$ cat config.mk
export PLATFORM = sky130hd
export DESIGN_NAME = laser_bank
export DESIGN_NICKNAME = d
export VERILOG_FILES = /design/src/rtl/laser_pkg.sv /design/src/rtl/laser_channel.sv /design/src/rtl/laser_bank.sv
export SDC_FILE = /design/constraint.sdc
export NUM_CORES = 1
export LEC_CHECK = 0
export CORE_ASPECT_RATIO = 0.8
export CORE_MARGIN = 1
export CORE_UTILIZATION = 25
export DETAILED_ROUTE_END_ITERATION = 6
export HOLD_SLACK_MARGIN = 0.02
export PLACE_DENSITY = 0.5
export SYNTH_ARGS = -nofsm -noshare
export SYNTH_HDL_FRONTEND = slang
export SYNTH_SLANG_ARGS = --single-unit
$ cat constraint.sdc
create_clock -name clk -period 7.8 [get_ports clk]
set_input_delay 1.95 -clock clk [delete_from_list [all_inputs] [get_ports clk]]
set_output_delay 1.95 -clock clk [all_outputs]
set_load 0.05 [all_outputs]
$ cat src/rtl/laser_pkg.sv
// Shared types and constants for the multi-beam player laser bank.
// Holds the per-channel FSM encoding, playfield defaults and the x clamp helper.
package laser_pkg;

    typedef enum logic [1:0] {
        ST_IDLE   = 2'd0,
        ST_CHARGE = 2'd1,
        ST_FIRE   = 2'd2,
        ST_COOL   = 2'd3
    } laser_state_e;

    localparam int MAX_X_DEF = 384;
    localparam int MAX_Y_DEF = 448;

    localparam logic [11:0] RGB_TRANSPARENT = 12'h000;

    // Beam rest position before the first tick has sampled player_y.
    localparam logic [9:0] RESET_BOT = 10'd399;

    function automatic logic [9:0] clamp_x(input int v, input int hi);
        if (v < 0) begin
            return 10'd0;
        end else if (v > hi) begin
            return 10'(hi);
        end else begin
            return 10'(v);
        end
    endfunction

endpackage

$ cat src/rtl/laser_channel.sv
// One beam channel: charge/fire/cool FSM plus its x position and vertical extent.
// All state moves only on the game tick; the beam is empty (top == bot) outside FIRE.
module laser_channel
    import laser_pkg::*;
#(
    parameter int IDX          = 0,
    parameter int LASER_W      = 16,
    parameter int MAX_X        = MAX_X_DEF,
    parameter int SPACING      = 20,
    parameter int GROW_STEP    = 16,
    parameter int CHARGE_TICKS = 4,
    parameter int FIRE_TICKS   = 48,
    parameter int COOL_TICKS   = 16
) (
    input  logic       clk,
    input  logic       reset,
    input  logic       tick,
    input  logic       shooting,
    input  logic [2:0] active_cnt,
    input  logic [9:0] player_x,
    input  logic [9:0] player_y,
    output logic [1:0] state_dbg,
    output logic       firing,
    output logic [9:0] beam_x,
    output logic [9:0] beam_top,
    output logic [9:0] beam_bot
);

    localparam int MAX_A     = (CHARGE_TICKS > FIRE_TICKS) ? CHARGE_TICKS : FIRE_TICKS;
    localparam int MAX_TICKS = (MAX_A > COOL_TICKS) ? MAX_A : COOL_TICKS;
    localparam int CNT_W     = (MAX_TICKS > 1) ? $clog2(MAX_TICKS) : 1;

    laser_state_e      state_q, state_d;
    logic [CNT_W-1:0]  cnt_q, cnt_d;
    logic [9:0]        beam_x_q, beam_x_d;
    logic [9:0]        top_q, top_d;
    logic [9:0]        bot_q, bot_d;
    logic              en;
    logic signed [11:0] off;

    always_comb begin
        state_d  = state_q;
        cnt_d    = cnt_q;
        beam_x_d = beam_x_q;
        top_d    = top_q;
        bot_d    = bot_q;
        en       = (IDX < int'(active_cnt));
        off      = 12'(IDX * SPACING - ((int'(active_cnt) - 1) * SPACING) / 2);

        if (tick) begin
            case (state_q)
                ST_IDLE: begin
                    if (shooting) begin
                        state_d = ST_CHARGE;
                        cnt_d   = '0;
                    end
                end
                ST_CHARGE: begin
                    if (!shooting) begin
                        state_d = ST_IDLE;
                        cnt_d   = '0;
                    end else if (cnt_q == CNT_W'(CHARGE_TICKS - 1)) begin
                        state_d = ST_FIRE;
                        cnt_d   = '0;
                    end else begin
                        cnt_d = cnt_q + 1'b1;
                    end
                end
                ST_FIRE: begin
                    if (!shooting || cnt_q == CNT_W'(FIRE_TICKS - 1)) begin
                        state_d = ST_COOL;
                        cnt_d   = '0;
                    end else begin
                        cnt_d = cnt_q + 1'b1;
                    end
                end
                default: begin
                    if (cnt_q == CNT_W'(COOL_TICKS - 1)) begin
                        state_d = ST_IDLE;
                        cnt_d   = '0;
                    end else begin
                        cnt_d = cnt_q + 1'b1;
                    end
                end
            endcase

            // A disabled channel is forced home regardless of its current phase.
            if (!en) begin
                state_d = ST_IDLE;
                cnt_d   = '0;
            end

            bot_d    = (player_y == 10'd0) ? 10'd0 : player_y - 10'd1;
            beam_x_d = clamp_x(int'(player_x) - LASER_W / 2 + int'(off), MAX_X - LASER_W);

            // The beam only grows while it stays in FIRE; entering FIRE starts it empty.
            if (state_q == ST_FIRE && state_d == ST_FIRE) begin
                top_d = (int'(top_q) >= GROW_STEP) ? top_q - 10'(GROW_STEP) : 10'd0;
            end else begin
                top_d = bot_d;
            end
        end
    end

    always_ff @(posedge clk) begin
        if (reset) begin
            state_q  <= ST_IDLE;
            cnt_q    <= '0;
            beam_x_q <= 10'(MAX_X / 2 - LASER_W / 2);
            top_q    <= RESET_BOT;
            bot_q    <= RESET_BOT;
        end else begin
            state_q  <= state_d;
            cnt_q    <= cnt_d;
            beam_x_q <= beam_x_d;
            top_q    <= top_d;
            bot_q    <= bot_d;
        end
    end

    assign state_dbg = state_q;
    assign firing    = (state_q == ST_FIRE);
    assign beam_x    = beam_x_q;
    assign beam_top  = top_q;
    assign beam_bot  = bot_q;

endmodule

$ cat src/rtl/laser_bank.sv
// Multi-beam player laser: tick divider, texture scroll phase, N beam channels,
// and the priority pixel mux feeding the VGA path and collision geometry buses.
module laser_bank
    import laser_pkg::*;
#(
    parameter int N_LASERS     = 3,
    parameter int LASER_W      = 16,
    parameter int TEX_H        = 32,
    parameter int MAX_X        = MAX_X_DEF,
    parameter int MAX_Y        = MAX_Y_DEF,
    parameter int TICK_DIV     = 2000000,
    parameter int SPACING      = 20,
    parameter int GROW_STEP    = 16,
    parameter int CHARGE_TICKS = 4,
    parameter int FIRE_TICKS   = 48,
    parameter int COOL_TICKS   = 16
) (
    input  logic                  clk,
    input  logic                  reset,
    input  logic [9:0]            x,
    input  logic [9:0]            y,
    input  logic [9:0]            player_x,
    input  logic [9:0]            player_y,
    input  logic                  shooting,
    input  logic [1:0]            level,
    output logic [12:0]           sprite_addr,
    input  logic [11:0]           sprite_rgb,
    output logic [11:0]           rgb_out,
    output logic                  laser_on,
    output logic [N_LASERS-1:0]   beam_active,
    output logic [10*N_LASERS-1:0] beam_x_flat,
    output logic [10*N_LASERS-1:0] beam_top_flat,
    output logic [10*N_LASERS-1:0] beam_bot_flat,
    output logic [2*N_LASERS-1:0] state_dbg_flat
);

    localparam int TICK_W  = (TICK_DIV > 1) ? $clog2(TICK_DIV) : 1;
    localparam int PHASE_W = (TEX_H > 1) ? $clog2(TEX_H) : 1;

    logic [TICK_W-1:0]  tick_cnt_q, tick_cnt_d;
    logic               tick;
    logic [PHASE_W-1:0] phase_q, phase_d;
    logic [2:0]         active_cnt;

    logic [N_LASERS-1:0] firing;
    logic [N_LASERS-1:0] hit;
    logic [9:0]          bx    [N_LASERS];
    logic [9:0]          top_a [N_LASERS];
    logic [9:0]          bot_a [N_LASERS];
    logic [1:0]          st_a  [N_LASERS];

    logic               hit_any;
    logic [9:0]         sel_x;
    logic [10:0]        y_sum;
    logic [PHASE_W-1:0] tex_row;

    always_comb begin
        active_cnt = 3'(level) + 3'd1;
        if (int'(active_cnt) > N_LASERS) begin
            active_cnt = 3'(N_LASERS);
        end
    end

    always_comb begin
        tick       = (tick_cnt_q == TICK_W'(TICK_DIV - 1));
        tick_cnt_d = tick ? '0 : tick_cnt_q + 1'b1;
        // TEX_H is a power of two, so the natural wrap gives the modulo.
        phase_d    = (tick && |firing) ? phase_q + 1'b1 : phase_q;
    end

    always_ff @(posedge clk) begin
        if (reset) begin
            tick_cnt_q <= '0;
            phase_q    <= '0;
        end else begin
            tick_cnt_q <= tick_cnt_d;
            phase_q    <= phase_d;
        end
    end

    for (genvar i = 0; i < N_LASERS; i++) begin : g_ch
        laser_channel #(
            .IDX          (i),
            .LASER_W      (LASER_W),
            .MAX_X        (MAX_X),
            .SPACING      (SPACING),
            .GROW_STEP    (GROW_STEP),
            .CHARGE_TICKS (CHARGE_TICKS),
            .FIRE_TICKS   (FIRE_TICKS),
            .COOL_TICKS   (COOL_TICKS)
        ) u_ch (
            .clk        (clk),
            .reset      (reset),
            .tick       (tick),
            .shooting   (shooting),
            .active_cnt (active_cnt),
            .player_x   (player_x),
            .player_y   (player_y),
            .state_dbg  (st_a[i]),
            .firing     (firing[i]),
            .beam_x     (bx[i]),
            .beam_top   (top_a[i]),
            .beam_bot   (bot_a[i])
        );

        assign beam_x_flat[10*i +: 10]   = bx[i];
        assign beam_top_flat[10*i +: 10] = top_a[i];
        assign beam_bot_flat[10*i +: 10] = bot_a[i];
        assign state_dbg_flat[2*i +: 2]  = st_a[i];
    end

    assign beam_active = firing;

    always_comb begin
        hit = '0;
        for (int i = 0; i < N_LASERS; i++) begin
            hit[i] = firing[i]
                  && (x >= bx[i])
                  && ({1'b0, x} < ({1'b0, bx[i]} + 11'(LASER_W)))
                  && (y >= top_a[i])
                  && (y < bot_a[i])
                  && (int'(y) < MAX_Y);
        end
    end

    // Scan from the top index down so the lowest-index hit is the one left standing.
    always_comb begin
        hit_any = 1'b0;
        sel_x   = '0;
        y_sum   = 11'(y) + 11'(phase_q);
        tex_row = PHASE_W'(y_sum & 11'(TEX_H - 1));
        for (int i = N_LASERS - 1; i >= 0; i--) begin
            if (hit[i]) begin
                hit_any = 1'b1;
                sel_x   = x - bx[i];
            end
        end
        sprite_addr = hit_any ? (13'(sel_x) + 13'(tex_row) * 13'(LASER_W)) : 13'd0;
        rgb_out     = hit_any ? sprite_rgb : 12'h000;
        laser_on    = hit_any && (sprite_rgb != RGB_TRANSPARENT);
    end

endmodule

==> reports/results.ini <==
[grt]
antenna_found_initial = 0
grt-ovfl-total = 0
global_route.peak_usage_layer = met2
grt_first_pass_wirelength_mm = 62.8
global_route.usage.met2 = 0.266
grt_pass1_vias = 11100
maximum_number_of_pins_on_one_net_before_global_route_repair = 78
groute.layer.met3.usage = 0.0257
global_route.usage.met1 = 0.254
grt_util_all_layers = 0.174

[synthesis]
synth.yosys.warnings = 0
synthDominantAreaCellType = dfxtp_1
synth_top_flop_cell = dfxtp_1
post_synthesis_instance_area_sq_mm = 0.0112
yosys-top-cells-area = dfxtp_1, ha_1, a21oi_1
synthCells = 1448
synth-seq-cells = 120
yosysSeqAreaShare = 0.215
post_synth_arst_share = 0
number_of_flops_mapped_to_enable_cells_by_yosys = 0
ys_types = 79
yosys.area.top_type_share = 0.215
syn-mean-instance-area_sq_um = 7.72

[die]
dieHeight_microns = 191
die_outline_area_sq_mm = 0.0456
initial_core_util = 0.256
core_area_sq_mm = 0.0436
std_cell_rows = 68
floorplan.die.width_microns = 238
io_pins = 182

[status]
status = complete, but fails checks
violated_checks = setup timing

[timing]
final_period_minus_worst_setup_slack_ns = 7.87
finalSetupViolCount = 3
rsz_0062_raised_after_global_routing = yes
fin_crit_sh = 1.01
fmaxAchievable_mhz = 127
finalSetupTns_ns = -0.101
timing.slew.headroom = 0.261
drv_slew = 0
timing.final.hold_violations = 0
finalClockSkew_ns = 0.0177
post_route_setup_slack_ns = -0.0737
worst-slew-pin-transition_ns = 1.11

[drt]
dr_total_vias = 11700
via_per_inst = 4.95
routed_wirelength_mm = 40.2
route.detailed.drc = 0
antenna_left = 0
post_drt_wl_per_cell_microns = 17.0
drtPass1Iterations = 5
drtIter0Drc = 585

[clocking]
cts.htree.levels = 4
clkSlewWorstSetupHoldPaths_ns = 0.05
cts_root_buf = clkbuf_16
count_of_clock_tree_sinks = 120
clockBufferDepth = 2
cts_inserted_buffers = 17
cts_tree = built
clkLatencyLatePin_ns = 0.43

[critical_path]
critical-path-slowest-cell = fa_2
crit_fanout = 4
startpoint_type_of_the_worst_setup_path = input port
cpMostUsedCell = buf_6
crit_required_ns = 5.85
arrival_ns = 5.92
crit_path_cell_trace = buf_6 -> buf_6 -> buf_8 -> fa_2 -> a21o_1 -> a21oi_2 -> o31ai_2 -> o311a_1 -> and4b_2 -> a22o_1 -> mux2_4 -> ha_4 -> a211oi_4 -> o21bai_1 -> a21o_1 -> xor2_1 -> o22a_1 -> o221ai_2 -> a2bb2oi_2 -> mux2i_4 -> buf_6
timing.critical_path.slowest_cell_delay_ns = 0.39
crit_path_end_kind = output pin
setup.worst_path.class = input port to output pin

[final_layout]
final_layout_size_suffix_gt1_frac = 0.192
antenna_cells_inserted = 0
postLayoutCellArea_sq_mm = 0.0161
multi_input_comb_area_sq_mm = 0.00862
layout.area.seq_sq_mm = 0.00240
layout-area-overhead-vs-synth_pct = 43.6
finish.net_count = 1984
fillerInstances = 4501

[pwr]
power_total_w = 0.00188
p_leak_nw = 6.62
vdd_ir_drop_max_mv = 0.101
powerDensity_mw_per_mm2 = 117

[placement]
detailed_place.area_sq_mm = 0.0146
dp_hpwl_mm = 32.0
placement.setup.worst_slack_ns = -0.798
buffer_ports.inserted = 179
gp_routability_congestion = 0.903

[hold_path]
min-delay-path-class = flip-flop to flip-flop

[run]
drv.max_cap_violation_count = 0

[logic make-up (layout without fill, tap and decap cells)]
| kind of cell | after synthesis | in the layout | share of synthesized area |
|---|---|---|---|
| AOI/OAI and AO/OA | 405 | 405 | 0.231 |
| xor gates and xnor gates | 95 | 95 | 0.0744 |
| adders and majority gates | 164 | 164 | 0.190 |
| buffers and inverters | 183 | 500 | 0.0698 |
| DFF | 120 | 120 | 0.215 |
| muxes | 8 | 8 | 0.00739 |
| other | 2 | 13 | 0.000672 |
| and+or+nand+nor | 471 | 471 | 0.212 |
[layout by cell type, fill, tap and decap left out, types with 16 or more instances in the layout]
cell type / synthesis / routed
a21o_1: 28 / 28
a21oi_1: 125 / 114
and2_1: 21 / 20
buf_12: 0 / 21
buf_4: 25 / 163
clkbuf_16: 0 / 17
clkdlybuf4s50_1: 0 / 134
dfxtp_1: 120 / 120
ha_1: 155 / 136
ha_4: 0 / 16
inv_1: 118 / 115
nand2_1: 97 / 96
nand2b_1: 21 / 21
nand3_1: 48 / 47
nand4_1: 19 / 19
nor2_1: 117 / 115
nor2b_1: 21 / 18
nor3_1: 43 / 40
nor4_1: 19 / 16
o211ai_1: 16 / 16
o21ai_0: 86 / 78
xnor2_1: 53 / 52
xor2_1: 42 / 42
[per-layer routing]
layer / vias up / wire length, microns
met1: 5543 / 20200
met4: 0 / 684
met2: 319 / 17400
met5: - / 0
met3: 40 / 1970
li1: 5831 / -
[sequential cells by signal, indices dropped and copies added (netlist names)]
signal               flops
phase_q                  5
g_ch.u_ch.beam_top      30
g_ch.u_ch.beam_bot      10
g_ch.u_ch.beam_x        30
g_ch.u_ch.cnt_q         18
tick_cnt_q              21
g_ch.u_ch.state_dbg      6
[timing repair]
item	in CTS	in global routing
setup buffers	27	16
hold buffers	0	0
setup endpoints to repair	6	4
hold endpoints to repair	0	0
pin swaps	31	53
gates resized for setup	93	70
[where the power goes]
part / switching (W) / internal [W] / total [W]
sequential: 0.00000120 / 0.000614 / 0.000615
clock: 0.000338 / 0.000420 / 0.000758
combinational: 0.000279 / 0.000224 / 0.000503
[critical path, delay by kind of cell]
family,cells,cell delay [ns]
compound gates,11,2.03
xor+xnor,1,0.15
mux,2,0.37
buf+inv,4,0.51
simple gates,1,0.29
fa+ha+maj,2,0.62
[final cells by class]
| type | count | share of cell area |
|---|---|---|
| Multi-Input combinational cell | 1156 | 0.537 |
| Tap cell | 595 | 0.0464 |
| Timing Repair Buffer | 350 | 0.204 |
| Clock buffer | 17 | 0.0265 |
| Inverter | 118 | 0.0281 |
| Clock inverter | 15 | 0.00826 |
| Sequential cell | 120 | 0.150 |
[path summary, 6_finish.rpt]
check	startpoint	to	slack (ns)	cells past startpoint
worst max-delay path	x[1]	sprite_addr[9]	-0.07	21
worst min-delay path	tick_cnt_q[0]	tick_cnt_q[0]	0.46	1
worst max register to register	g_ch[2].u_ch.state_dbg[1]	g_ch[2].u_ch.beam_top[6]	4.94	7
worst min register to register	tick_cnt_q[0]	tick_cnt_q[0]	0.46	1
[synthesized netlist by cell type, types with 9 or more instances]
cell      instances
o31ai_1          15
nand4_1          19
o211ai_1         16
clkbuf_1         37
a221oi_1         12
nor2_1          117
fa_1              9
nor3_1           43
and3_1           14
ha_1            155
nand2b_1         21
nor4_1           19
inv_1           118
xnor2_1          53
buf_4            25
xor2_1           42
a211oi_1         18
a21o_1           28
nand2_1          97
o21a_1           14
and2_1           21
a31oi_1          13
or3_1            14
dfxtp_1         120
o21bai_1         11
o21ai_0          86
nand3_1          48
a21oi_1         125
nor2b_1          21
[metrics by stage]
| stage | hold slack [ns] | std cells | util |
|---|---|---|---|
| after floorplan | 0.430 | 1459 | - |
| after global placement | 0.443 | 2298 | 0.335 |
| after detailed placement | 0.456 | 2298 | 0.335 |
| after CTS | 0.468 | 2357 | 0.358 |
| after global routing | 0.490 | 2371 | 0.368 |
| final | 0.462 | 2371 | 0.368 |
No activity file was read; power rests on OpenSTA's default activity.
